--- config.mk ---
export PLATFORM = sky130hd
export DESIGN_NAME = alu_seq
export DESIGN_NICKNAME = d
export VERILOG_FILES = /design/src/rtl/alu_seq.sv
export SDC_FILE = /design/constraint.sdc
export NUM_CORES = 1
export LEC_CHECK = 0
export BUFFER_PORTS_ARGS = -buffer_cell sky130_fd_sc_hd__buf_2
export CAP_MARGIN = 20
export CORE_UTILIZATION = 45
export DETAILED_ROUTE_END_ITERATION = 6
export PLACE_DENSITY = 0.64
export REMOVE_ABC_BUFFERS = 1
export SYNTH_ARGS = -nofsm -noshare
export SYNTH_HDL_FRONTEND = slang
export SYNTH_SLANG_ARGS = --single-unit
--- constraint.sdc ---
create_clock -name clk -period 6.3 [get_ports clk]
set_input_delay 0.315 -clock clk [delete_from_list [all_inputs] [get_ports clk]]
set_output_delay 0.315 -clock clk [all_outputs]
set_load 0.01 [all_outputs]
--- src/rtl/alu_seq.sv ---
// alu_seq: W-bit ALU with flag register, carry chaining and a shift-add multiplier behind a start/busy/done handshake.
module alu_seq #(
    parameter int W = 8
) (
    input  logic         clk,
    input  logic         rst_n,
    input  logic         start,
    input  logic [3:0]   op,
    input  logic [W-1:0] a,
    input  logic [W-1:0] b,
    input  logic         ci,
    input  logic         cin_sel,
    input  logic         flag_we,
    output logic         busy,
    output logic         done,
    output logic [W-1:0] out,
    output logic [W-1:0] out_hi,
    output logic         cy,
    output logic         z,
    output logic         n,
    output logic         v
);
    localparam int CW = $clog2(W);
    localparam logic [3:0] OP_MUL = 4'h8;
    typedef enum logic {IDLE, MUL} state_t;
    state_t state, state_nx;
    logic [W-1:0] mcand, mq, acc, res;
    logic [CW-1:0] cnt;
    logic [W:0] sum, step;
    logic fwe, cin, res_cy, res_v, go;
    assign busy = state == MUL;
    always_comb begin
        cin = cin_sel ? cy : ci;
        sum = '0;
        res = b;
        res_cy = cin;
        res_v = 1'b0;
        case (op)
            4'h0: begin
                sum = {1'b0, a} + {1'b0, b} + {{W{1'b0}}, cin};
                res = sum[W-1:0];
                res_cy = sum[W];
                res_v = (a[W-1] == b[W-1]) && (res[W-1] != a[W-1]);
            end
            4'h1: begin
                sum = {1'b0, a} - {1'b0, b} - {{W{1'b0}}, cin};
                res = sum[W-1:0];
                res_cy = sum[W];
                res_v = (a[W-1] != b[W-1]) && (res[W-1] != a[W-1]);
            end
            4'h2: begin res = a & b; res_cy = 1'b0; end
            4'h3: begin res = a | b; res_cy = 1'b0; end
            4'h4: begin res = a ^ b; res_cy = 1'b0; end
            4'h5: begin res = ~a; res_cy = 1'b0; end
            4'h6: begin res = {a[W-2:0], cin}; res_cy = a[W-1]; end
            4'h7: begin res = {cin, a[W-1:1]}; res_cy = a[0]; end
            default: ;
        endcase
        // Product is {acc, mq}; each step adds the multiplicand on mq[0] and shifts right.
        step = {1'b0, acc} + (mq[0] ? {1'b0, mcand} : '0);
        go = start && state == IDLE;
        state_nx = state;
        if (go && op == OP_MUL)
            state_nx = MUL;
        else if (state == MUL && cnt == '0)
            state_nx = IDLE;
    end
    always_ff @(posedge clk or negedge rst_n) begin
        if (!rst_n) begin
            state <= IDLE;
            done <= 1'b0;
            out <= '0;
            out_hi <= '0;
            {cy, z, n, v} <= '0;
            {mcand, mq, acc} <= '0;
            cnt <= '0;
            fwe <= 1'b0;
        end else begin
            state <= state_nx;
            done <= 1'b0;
            if (go && op == OP_MUL) begin
                mcand <= a;
                mq <= b;
                acc <= '0;
                cnt <= CW'(W - 1);
                fwe <= flag_we;
            end else if (go) begin
                out <= res;
                out_hi <= '0;
                done <= 1'b1;
                if (flag_we) begin
                    cy <= res_cy;
                    z <= res == '0;
                    n <= res[W-1];
                    v <= res_v;
                end
            end else if (state == MUL) begin
                acc <= step[W:1];
                mq <= {step[0], mq[W-1:1]};
                cnt <= cnt - 1'b1;
                if (cnt == '0) begin
                    out <= {step[0], mq[W-1:1]};
                    out_hi <= step[W:1];
                    done <= 1'b1;
                    if (fwe) begin
                        cy <= |step[W:1];
                        z <= ~|{step, mq[W-1:1]};
                        n <= step[W];
                        v <= 1'b0;
                    end
                end
            end
        end
    end
endmodule

; ---- Word level (Yosys, flattened, before mapping)
; Cells that the tools add are included.
[classes]
add_sub_neg = 6
n_eq_ne = 14
muxes = 46
n_bitwise = 6
reduce_logical = 20
[ops]
columns = cell, count
row1 = two-way mux 8 bit, 13
row2 = case mux 8 bit (8 select lines), 1
row3 = two-way mux 1 bit, 27
row4 = adder 8 x 8 -> 9 bit, 2
row5 = equality test 4 x 3 -> 1 bit (second input constant), 4
row6 = OR reduction 16 bit, 1
row7 = nonzero test 2 bit, 5
row8 = adder 9 x 1 -> 9 bit, 1
row9 = two-way mux 3 bit, 3
row10 = subtractor 8 x 8 -> 9 bit, 1
row11 = subtractor 9 x 1 -> 9 bit, 1
row12 = AND 8 bit, 1
row13 = equality test 4 x 2 -> 1 bit (second input constant), 2
row14 = logical NOT 8 bit, 1
row15 = inverter 8 bit, 1
row16 = OR 8 bit, 1
row17 = OR reduction 8 bit, 1
row18 = XOR 8 bit, 1
row19 = logical AND 1 bit, 5
row20 = case mux 1 bit (5 select lines), 1
row21 = AND reduction 5 bit, 1
row22 = equality test 4 x 1 -> 1 bit (second input constant), 1
row23 = equality test 4 bit (second input constant), 1
row24 = logical NOT 4 bit, 1
row25 = 12 further kinds, 15
[totals]
reg_bits = 50
inputBits = 26
output_inout_bits = 22
wordCells = 105

; ---- Logic depth before layout (Yosys ltp)
; Gate-level depths: netlist of run 1.
[depth]
ltp_word = 8
ltp_mapped = 12
depth_no_buf = 12

; ---- Worst setup path after synthesis of run 1
; Ideal clock, no wire load.
[synth_timing]
path_type = register -> register
startpoint = register mq[0]
endpoint = register z
setup_time_ps = 74
arrival_time_ps = 2956
required_time_ps = 6226
path_slack_ps = 3270
stages_incl_launch_ff = 11
path_buffers = 0
synth_period_minus_slack_ps = 3030
path_cell_list = dfrtp_1 and2_1 ha_1 fa_1 a21o_1 a211oi_2 nor2_1 or4_1 or4b_1 o31a_1 o21ai_2
[synth_via]
elab_chain_cells = 8
[synth_rtl]
columns = item, line
row1 = start: declaration, 27  ; logic [W-1:0] mcand, mq, acc, res;
row2 = start signal: assignment, 99  ; mq <= {step[0], mq[W-1:1]};
row3 = two-way mux 8 bit, 60  ; step = {1'b0, acc} + (mq[0] ? {1'b0, mcand} : '0);
row4 = adder 8 x 8 -> 9 bit, 60
row5 = OR reduction 16 bit, 107  ; z <= ~|{step, mq[W-1:1]};
row6 = logical NOT 1 bit, 107
row7 = two-way mux 1 bit, 105  ; if (fwe) begin
row8 = two-way mux 1 bit, 101  ; if (cnt == '0) begin
row9 = two-way mux 1 bit, 97  ; end else if (state == MUL) begin
row10 = two-way mux 1 bit, 87  ; end else if (go) begin
row11 = end signal: assignment, 107
row12 = end: declaration, 19  ; output logic z,
; Every way passes these cells. The select of a mux whose other input is x is not followed.
; A chain may end at the register's enable or synchronous reset.

; ---- Worst setup path in the final report of run 1
[layout_timing]
startpoint = register cy
endpoint = register n
[layout_via]
elab_chain_cells = 5
elab_cells_between_ends = 6
classes_between = add/sub: 2 / mux: 4
[layout_rtl]
columns = item, line
row1 = start: declaration, 18  ; output logic cy,
row2 = start signal: assignment, 92  ; cy <= res_cy;
row3 = start signal: assignment, 106  ; cy <= |step[W:1];
row4 = two-way mux 1 bit *, 33  ; cin = cin_sel ? cy : ci;
row5 = subtractor 9 x 1 -> 9 bit / adder 9 x 1 -> 9 bit (equally long branches), "46, 40"
row6 = case mux 8 bit (8 select lines) *, 38  ; case (op)
row7 = two-way mux 1 bit *, 91  ; if (flag_we) begin
row8 = two-way mux 1 bit *, 87
row9 = end signal: assignment, 94  ; n <= res[W-1];
row10 = end signal: assignment, 108  ; n <= step[W];
row11 = end: declaration, 20  ; output logic n,
; Every way passes the cells marked *; elsewhere a longest branch is shown, timed or not. The select of a mux whose other input is x is not followed.

==> results of run 1 <==
where the power goes:
group          switching [µW]  internal [µW]  leakage, µW
Clock                     119            121    0.0000563
Combinational             361            252      0.00151
Sequential               72.6            426     0.000655
Total                     553            799      0.00222
stage by stage:
step                      hold WS [ns]  area [µm²]  util, %
final                          0.00145        4560     52.1
after global routing            0.0378        4560     52.1
after CTS                       0.0177        4550     51.9
after detailed placement         0.357        4430     50.6
after global placement           0.457        4410     50.3
after floorplan                 0.0194        4030        -
layout by cell type, fill, tap and decap left out, drive strengths merged, types with 10 or more instances in the layout:
cell type	Yosys	routed
mux2i	10	10
nand3	11	11
ha	40	40
buf	6	51
inv	41	42
a21oi	14	14
dfrtp	50	50
a22o	10	10
o21ai	41	41
nor2	23	23
xnor2	12	12
nand2	73	73
nor3	11	11
how the worst min path moves through the flow:
stage	start	end	slack (ns)	cells past startpoint
after floorplan	rst_n	acc[0]	0.02	0
after global placement	mcand[6]	mcand[6]	0.46	2
after detailed placement	rst_n	acc[0]	0.36	1
after CTS	rst_n	acc[0]	0.02	1
after global routing	rst_n	mq[0]	0.04	1
final	rst_n	acc[0]	0.001	1
state kept, by name (all words and copies together), names as in the netlist:
signal / count
mq: 8
cnt: 3
n: 1
cy: 1
z: 1
busy: 1
out: 8
acc: 8
mcand: 8
v: 1
out_hi: 8
fwe: 1
done: 1
layer usage:
metal | vias to the layer above | global-route usage (%)
li1 | 1789 | -
met1 | 1766 | 32.1
met2 | 119 | 40.6
met3 | 18 | 2.66
met4 | 0 | 6.33
met5 | - | 0
kinds of logic (layout without fill, tap and decap cells):
| kind of cell | after synthesis | after routing | share of synthesized area, % |
|---|---|---|---|
| xor gates and xnor gates | 15 | 15 | 3.20 |
| buffers and inverters | 62 | 100 | 5.76 |
| and+or+nand+nor | 160 | 160 | 18.5 |
| adders and majority gates | 45 | 45 | 14.6 |
| muxes | 19 | 19 | 6.00 |
| DFF | 50 | 50 | 30.5 |
| AOI/OAI and AO/OA | 130 | 130 | 21.5 |
cell type report:
class / count / area share, %
multi-input combinational: 369 / 57.4
clock buffer: 5 / 1.51
timing repair buffer: 51 / 6.25
tap: 108 / 2.96
clock inverter: 3 / 1.07
inverter: 41 / 3.37
sequential: 50 / 27.4
worst max-delay path, cell delays in order (launching register included):
cell and delay [ns]:
dfrtp_1 0.41, mux2i_1 0.42, inv_1 0.14, fa_1 0.56
inv_1 0.06, ha_1 0.16, o21ai_0 0.39, a2111oi_0 0.20
a211oi_1 0.35, o211ai_1 0.14, a22oi_1 0.24, nand2_1 0.12
a22o_1 0.20
==> reports/metrics.yaml, run 1 <==
synth:
  syn-cell-area_mm2: 0.00411
  synth_seq_cells: 50
  ys_top_cells_by_area: "dfrtp_1, ha_1, nand2_1"
  yosys.area.top_type: "dfrtp_1"
  yosys_warnings: 0
  synth.distinct_cells: 58
  synth_commonest_cells: "nand2_1, dfrtp_1, ha_1, inv_1, o21ai_0"
  synth_edf_count: 0
  async_flop_share_pct: 100
  netlist.area_leader.share_pct: 30.5
  synth_area_per_cell_um2: 8.54
  synth_cells: 481
  yosys_most_used_dff: "dfrtp_1"
  yosysSeqAreaShare_pct: 30.5
  synth_most_common_cell: "nand2_1"
cts:
  numCtsBuffers: 5
  cts_sinks: 50
  cts_hold_buf: 0
  cts-root-buf: "clkbuf_8"
  path_clk_slew_ns: 0.10
  cts-resized-gates: 0
  cts_tree: "done"
  post-cts-setup-buffer-count: 0
  max-clock-path-buffers: 2
  clock_latency_ns: 0.31
  htree_levels: 2
critical_path:
  worstPathArrival_ns: 3.68
  r2r_cells: 12
  r2r_slack_ns: 2.81
  r2r_start: "cy"
  end_kind: "flop"
  cp-start-kind: "flop"
  path_max_fanout: 4
  reg2reg_to: "n"
  crit_path_start: "cy"
  cp.required_ns: 6.50
  setup.worst_path.end: "n"
  critPathKind: "flop to flop"
floorplanning:
  fp-row-count: 34
  core_mm2: 0.00876
  die_width_um: 97.5
  start_util_pct: 46.9
  die_area_mm2: 0.00951
  die_h_um: 97.5
  ioPinCount: 48
timing:
  finalHoldViolCount: 0
  slew_viol_final: 0
  slew_headroom_pct: 33.6
  tightestPinTransition_ns: 0.986
  fin_setup_tns_ns: 0
  post-route-min-period_ns: 3.49
  fin_ws_ns: 2.81
  finalSetupViolCount: 0
  max_freq_ghz: 0.287
  rsz0062_at_grt: "false"
  fin_skew_ns: 0.00976
  fin_crit_sh_pct: 55.4
power_and_ir_drop:
  peakVddDrop_mv: 0.134
  total_power_uw: 1350
  p_leak_uw: 0.00222
  power_density_mw_per_mm2: 296
finish:
  nets: 589
  drive_gt1_share_pct: 15.2
  syn_to_final_growth_pct: 11.1
  regArea_mm2: 0.00125
  multi_input_area_mm2: 0.00262
  fillerInstances: 876
  instances_no_fill: 627
  antennaDiodeCount: 0
detailed_routing:
  dr_wl_met3_um: 534
  highest_layer: "met4"
  drt_pre_antenna_iters: 6
  wl_met1_um: 4780
  ant_nets: 0
  drtIter0Drc: 303
  vias: 3692
  wl_per_cell_um: 17.4
  via_per_inst: 5.89
  drc: 0
  wl_um: 10900
  route.met2.wl_um: 5340
place:
  portBuffers: 47
  dp_slack_ns: 2.83
  dpl.hpwl_um: 8470
  routabilityCongestion: 0.903
  numPlacedInstances: 618
min_path:
  hold_path.class: "input pin to async pin"
job:
  maxCapViolations: 0
global_route:
  grt_pass1_vias: 3590
  grt_max_degree: 34
  grt_antenna_before_repair: 0
  grt_pass1_wl_um: 18300
  gr-total-overflow: 0
  grtUsageTotal_pct: 23.8
status:
  status: "completed"
Note: power is estimated with default switching activity, not from simulation.
==> inputs of run 2 (changes only) <==
--- a/config.mk
+++ b/config.mk
@@ -5,6 +5,7 @@
 export SDC_FILE = /design/constraint.sdc
 export NUM_CORES = 1
 export LEC_CHECK = 0
+export ABC_AREA = 1
 export BUFFER_PORTS_ARGS = -buffer_cell sky130_fd_sc_hd__buf_2
 export CAP_MARGIN = 20
 export CORE_UTILIZATION = 45
==> constraint.sdc (replaced) <==
create_clock -name clk -period 3.6 [get_ports clk]
set_input_delay 0.18 -clock clk [delete_from_list [all_inputs] [get_ports clk]]
set_output_delay 0.18 -clock clk [all_outputs]
set_load 0.01 [all_outputs]
==> run 2 against run 1 <==
Combinational power grew 86%. Highest routed layer unchanged. Utilization decreased by 0.47 points. Global-route usage rose by 1.8 points. Flip-flop and latch count unchanged. Total power increased by 75%. Clock power is 42% higher. Via count rose by 18%. Wire length is 12% higher. Final area up 5.0%. Worst hold slack gained 0.14 ns. Critical path depth grew 7. Register-to-register slack lost 2.0 ns.
==> reports/metrics.yaml, run 2 <==
timing:
  slew_headroom_pct: 58.1  # +25 points
  post-route-min-period_ns: 2.80  # -0.690 ns
  tightestPinTransition_ns: 0.628  # -0.358 ns
  fin_setup_tns_ns: 0  # unchanged
  finalHoldViolCount: 0  # unchanged
  fin_crit_sh_pct: 77.7  # +22 points
  finalSetupViolCount: 0  # unchanged
  hold_ws_ns: 0.141  # +0.139 ns
  fin_skew_ns: 0.0132  # +0.00339 ns
  max_freq_ghz: 0.357  # +25%
  slew_viol_final: 0  # unchanged
  rsz0062_at_grt: "false"
power_and_ir_drop:
  power_density_mw_per_mm2: 495  # +67%
  p_leak_uw: 0.00264  # +19%
  peakVddDrop_mv: 0.327  # +140%
  seqPwrFrac_pct: 37.6  # +0.7 points
  combPwrFrac_pct: 48.0  # +2.7 points
  power_frac_clock_pct: 14.4  # -3.4 points
  p_sw_uw: 1060  # +92%
  intPower_uw: 1310  # +64%
  swShare_pct: 44.8  # +3.9 points
finish:
  final_cell_mix: "nand2_1, inv_1, nand3_1"
  antennaDiodeCount: 0  # unchanged
  nets: 759  # +29%
  instances_no_fill: 818  # +30%
  syn_to_final_growth_pct: 10.9
  layout_commonest_cell: "nand2_1"
  drive_gt1_share_pct: 12.3  # -2.9 points
  fillerInstances: 1003  # +14%
synth:
  synth_area_per_cell_um2: 6.73  # -21%
  netlist.area_leader.share_pct: 29.0  # -1.5 points
  yosysSeqAreaShare_pct: 29.0  # -1.5 points
  synth_seq_cells: 50  # unchanged
  syn-cell-area_mm2: 0.00432  # +5.1%
  synth.distinct_cells: 36  # -38%
  async_flop_share_pct: 100  # unchanged
  synth_most_common_cell: "nand2_1"
  synth_edf_count: 0  # unchanged
  synth_cells: 642  # +33%
  ys_top_cells_by_area: "dfrtp_1, nand2_1, ha_1"
  yosys.area.top_type: "dfrtp_1"
  yosys_most_used_dff: "dfrtp_1"
  synth_commonest_cells: "nand2_1, inv_1, nand3_1"
  yosys_warnings: 0  # unchanged
cts:
  htree_levels: 2  # unchanged
  cts_tree: "done"
  post-cts-setup-buffer-count: 0  # unchanged
  cts_sinks: 50  # unchanged
  path_clk_slew_ns: 0.10  # about the same
  clock_latency_ns: 0.31  # about the same
  max-clock-path-buffers: 2  # unchanged
  numCtsBuffers: 5  # unchanged
  cts-resized-gates: 0  # unchanged
  cts-root-buf: "clkbuf_8"
detailed_routing:
  wl_per_cell_um: 15.0  # -14%
  ant_nets: 0  # unchanged
  drt_pre_antenna_iters: 6  # unchanged
  drtIter0Drc: 420  # +39%
  wl_um: 12300  # +12%
  via_per_inst: 5.34  # -9.4%
  drc: 0  # unchanged
  vias: 4366  # +18%
floorplanning:
  die_h_um: 100  # +2.5%
  core_mm2: 0.00928  # +5.9%
  start_util_pct: 46.5  # -0.35 points
  die_width_um: 100  # +2.5%
  fp-row-count: 35  # +2.9%
  ioPinCount: 48  # unchanged
  die_area_mm2: 0.00999  # +5.0%
place:
  dpl.hpwl_um: 9750  # +15%
  numPlacedInstances: 809  # +31%
  portBuffers: 47  # unchanged
  routabilityCongestion: 0.996  # +10%
critical_path:
  end_kind: "flop"
  cp-start-kind: "flop"
  cp_top_family: "simple AND/OR/NAND/NOR gates"
  critPathMaxStageDelay_ns: 0.43  # -0.13 ns
  cp_slowest_cell: "fa_1"
  worstPathArrival_ns: 3.04  # -0.64 ns
  crit_chain: "nand2_1, nand2_1, inv_1, fa_1, fa_1, inv_1, nand2_1, nand2_1, nand2_1, or2_2, nand3_1, nand3_1, nand2_1, nand2_1, nor2_1, nand2_1, nand2_1, nand2_1, nand2_1"
  cp.required_ns: 3.84  # -2.66 ns
  critPathKind: "flop to flop"
  path_max_fanout: 5  # +1
  cp_num_buf_inv: 2  # unchanged
  crit_top_cell: "nand2_1"
global_route:
  grt_pass1_vias: 4057  # +13%
  grt_pass1_wl_um: 20200  # +10%
  grtUsageTotal_pct: 25.6  # +1.8 points
  grt_antenna_before_repair: 0  # unchanged
  gr-total-overflow: 0  # unchanged
  grt_max_degree: 51  # +50%
status:
  status: "completed"
job:
  maxCapViolations: 0  # unchanged
min_path:
  hold_path.class: "input pin to flop"
[run 2: changes by cell type after synthesis, moves of 8 or more]
cell     before  now
a21oi_1      14   29
nand3_1      11   68
nand4_1       2   12
xnor2_1      12    3
nand2_1      73  187
inv_1        40   91
mux2i_1      10    0
inv_2         1    9
a22o_1        9    0
nor2_1       23   41
nor3_1       11    1
[run 2: power by group through the flow]
stage | logic [µW] | clock network (µW) | registers [µW]
6_report | 1140 | 341 | 891
3_3_place_gp | 1110 | 0 | 892
2_1_floorplan | 722 | 0 | 911
5_1_grt | 1290 | 369 | 920
3_5_place_dp | 1130 | 0 | 900
4_1_cts | 1140 | 350 | 890
[run 2: repair_timing]
item                       in CTS  in global routing
hold endpoints to repair       32                  0
hold buffers                    1                  0
setup endpoints to repair       0                  0
[run 2: metal layers]
layer / global-route usage [%] / vias up / share of wire, %
li1: - / 2163 / -
met1: 35.4 / 2064 / 47
met2: 42.8 / 128 / 47
met3: 4.04 / 11 / 4.9
met4: 4.91 / 0 / 1.1
met5: 0 / - / 0
[run 2: cell type report]
cell class	instances	area [µm²]	area share, %
clock buffers	5	68.8	1.44
clock inverters	3	23.8	0.496
inverters	101	379	7.91
multi-input cells	476	2620	54.6
flip-flops and latches	50	1250	26.1
well taps	129	161	3.37
repair buffers	54	290	6.06
[run 2: final timing paths]
kind                           start   endpoint  slack [ns]  cells after the start
min reg2reg                out_hi[3]  out_hi[3]        0.49                      2
min in group asynchronous      rst_n   mcand[2]        0.50                      3
max in group asynchronous      rst_n      mq[5]        2.65                      3
max                               cy          z        0.80                     19
max reg2reg                       cy          z        0.80                     19
min                          flag_we        fwe        0.14                      3
[run 2: kinds of logic after synthesis]
family          Yosys count  synth area share, %
simple gates            329                 32.6
buf+inv                 116                 10.5
xor+xnor                  8                 1.62
flops                    50                 29.0
fa+ha+maj                45                 13.9
compound gates           94                 12.4
[run 2: through the flow]
step	total power (µW)	util, %	instance area [µm²]	setup slack [ns]
floorplan	1630	-	4250	1.03
global placement	2000	50.5	4690	0.934
detailed placement	2030	50.5	4690	0.853
CTS	2380	51.6	4790	0.831
global route	2580	51.6	4790	0.580
finish	2370	51.6	4790	0.803
[run 2: tightest hold or removal path, cell delays in order]
cell     delay (ns)
buf_2          0.10
inv_1          0.06
o21ai_0        0.08
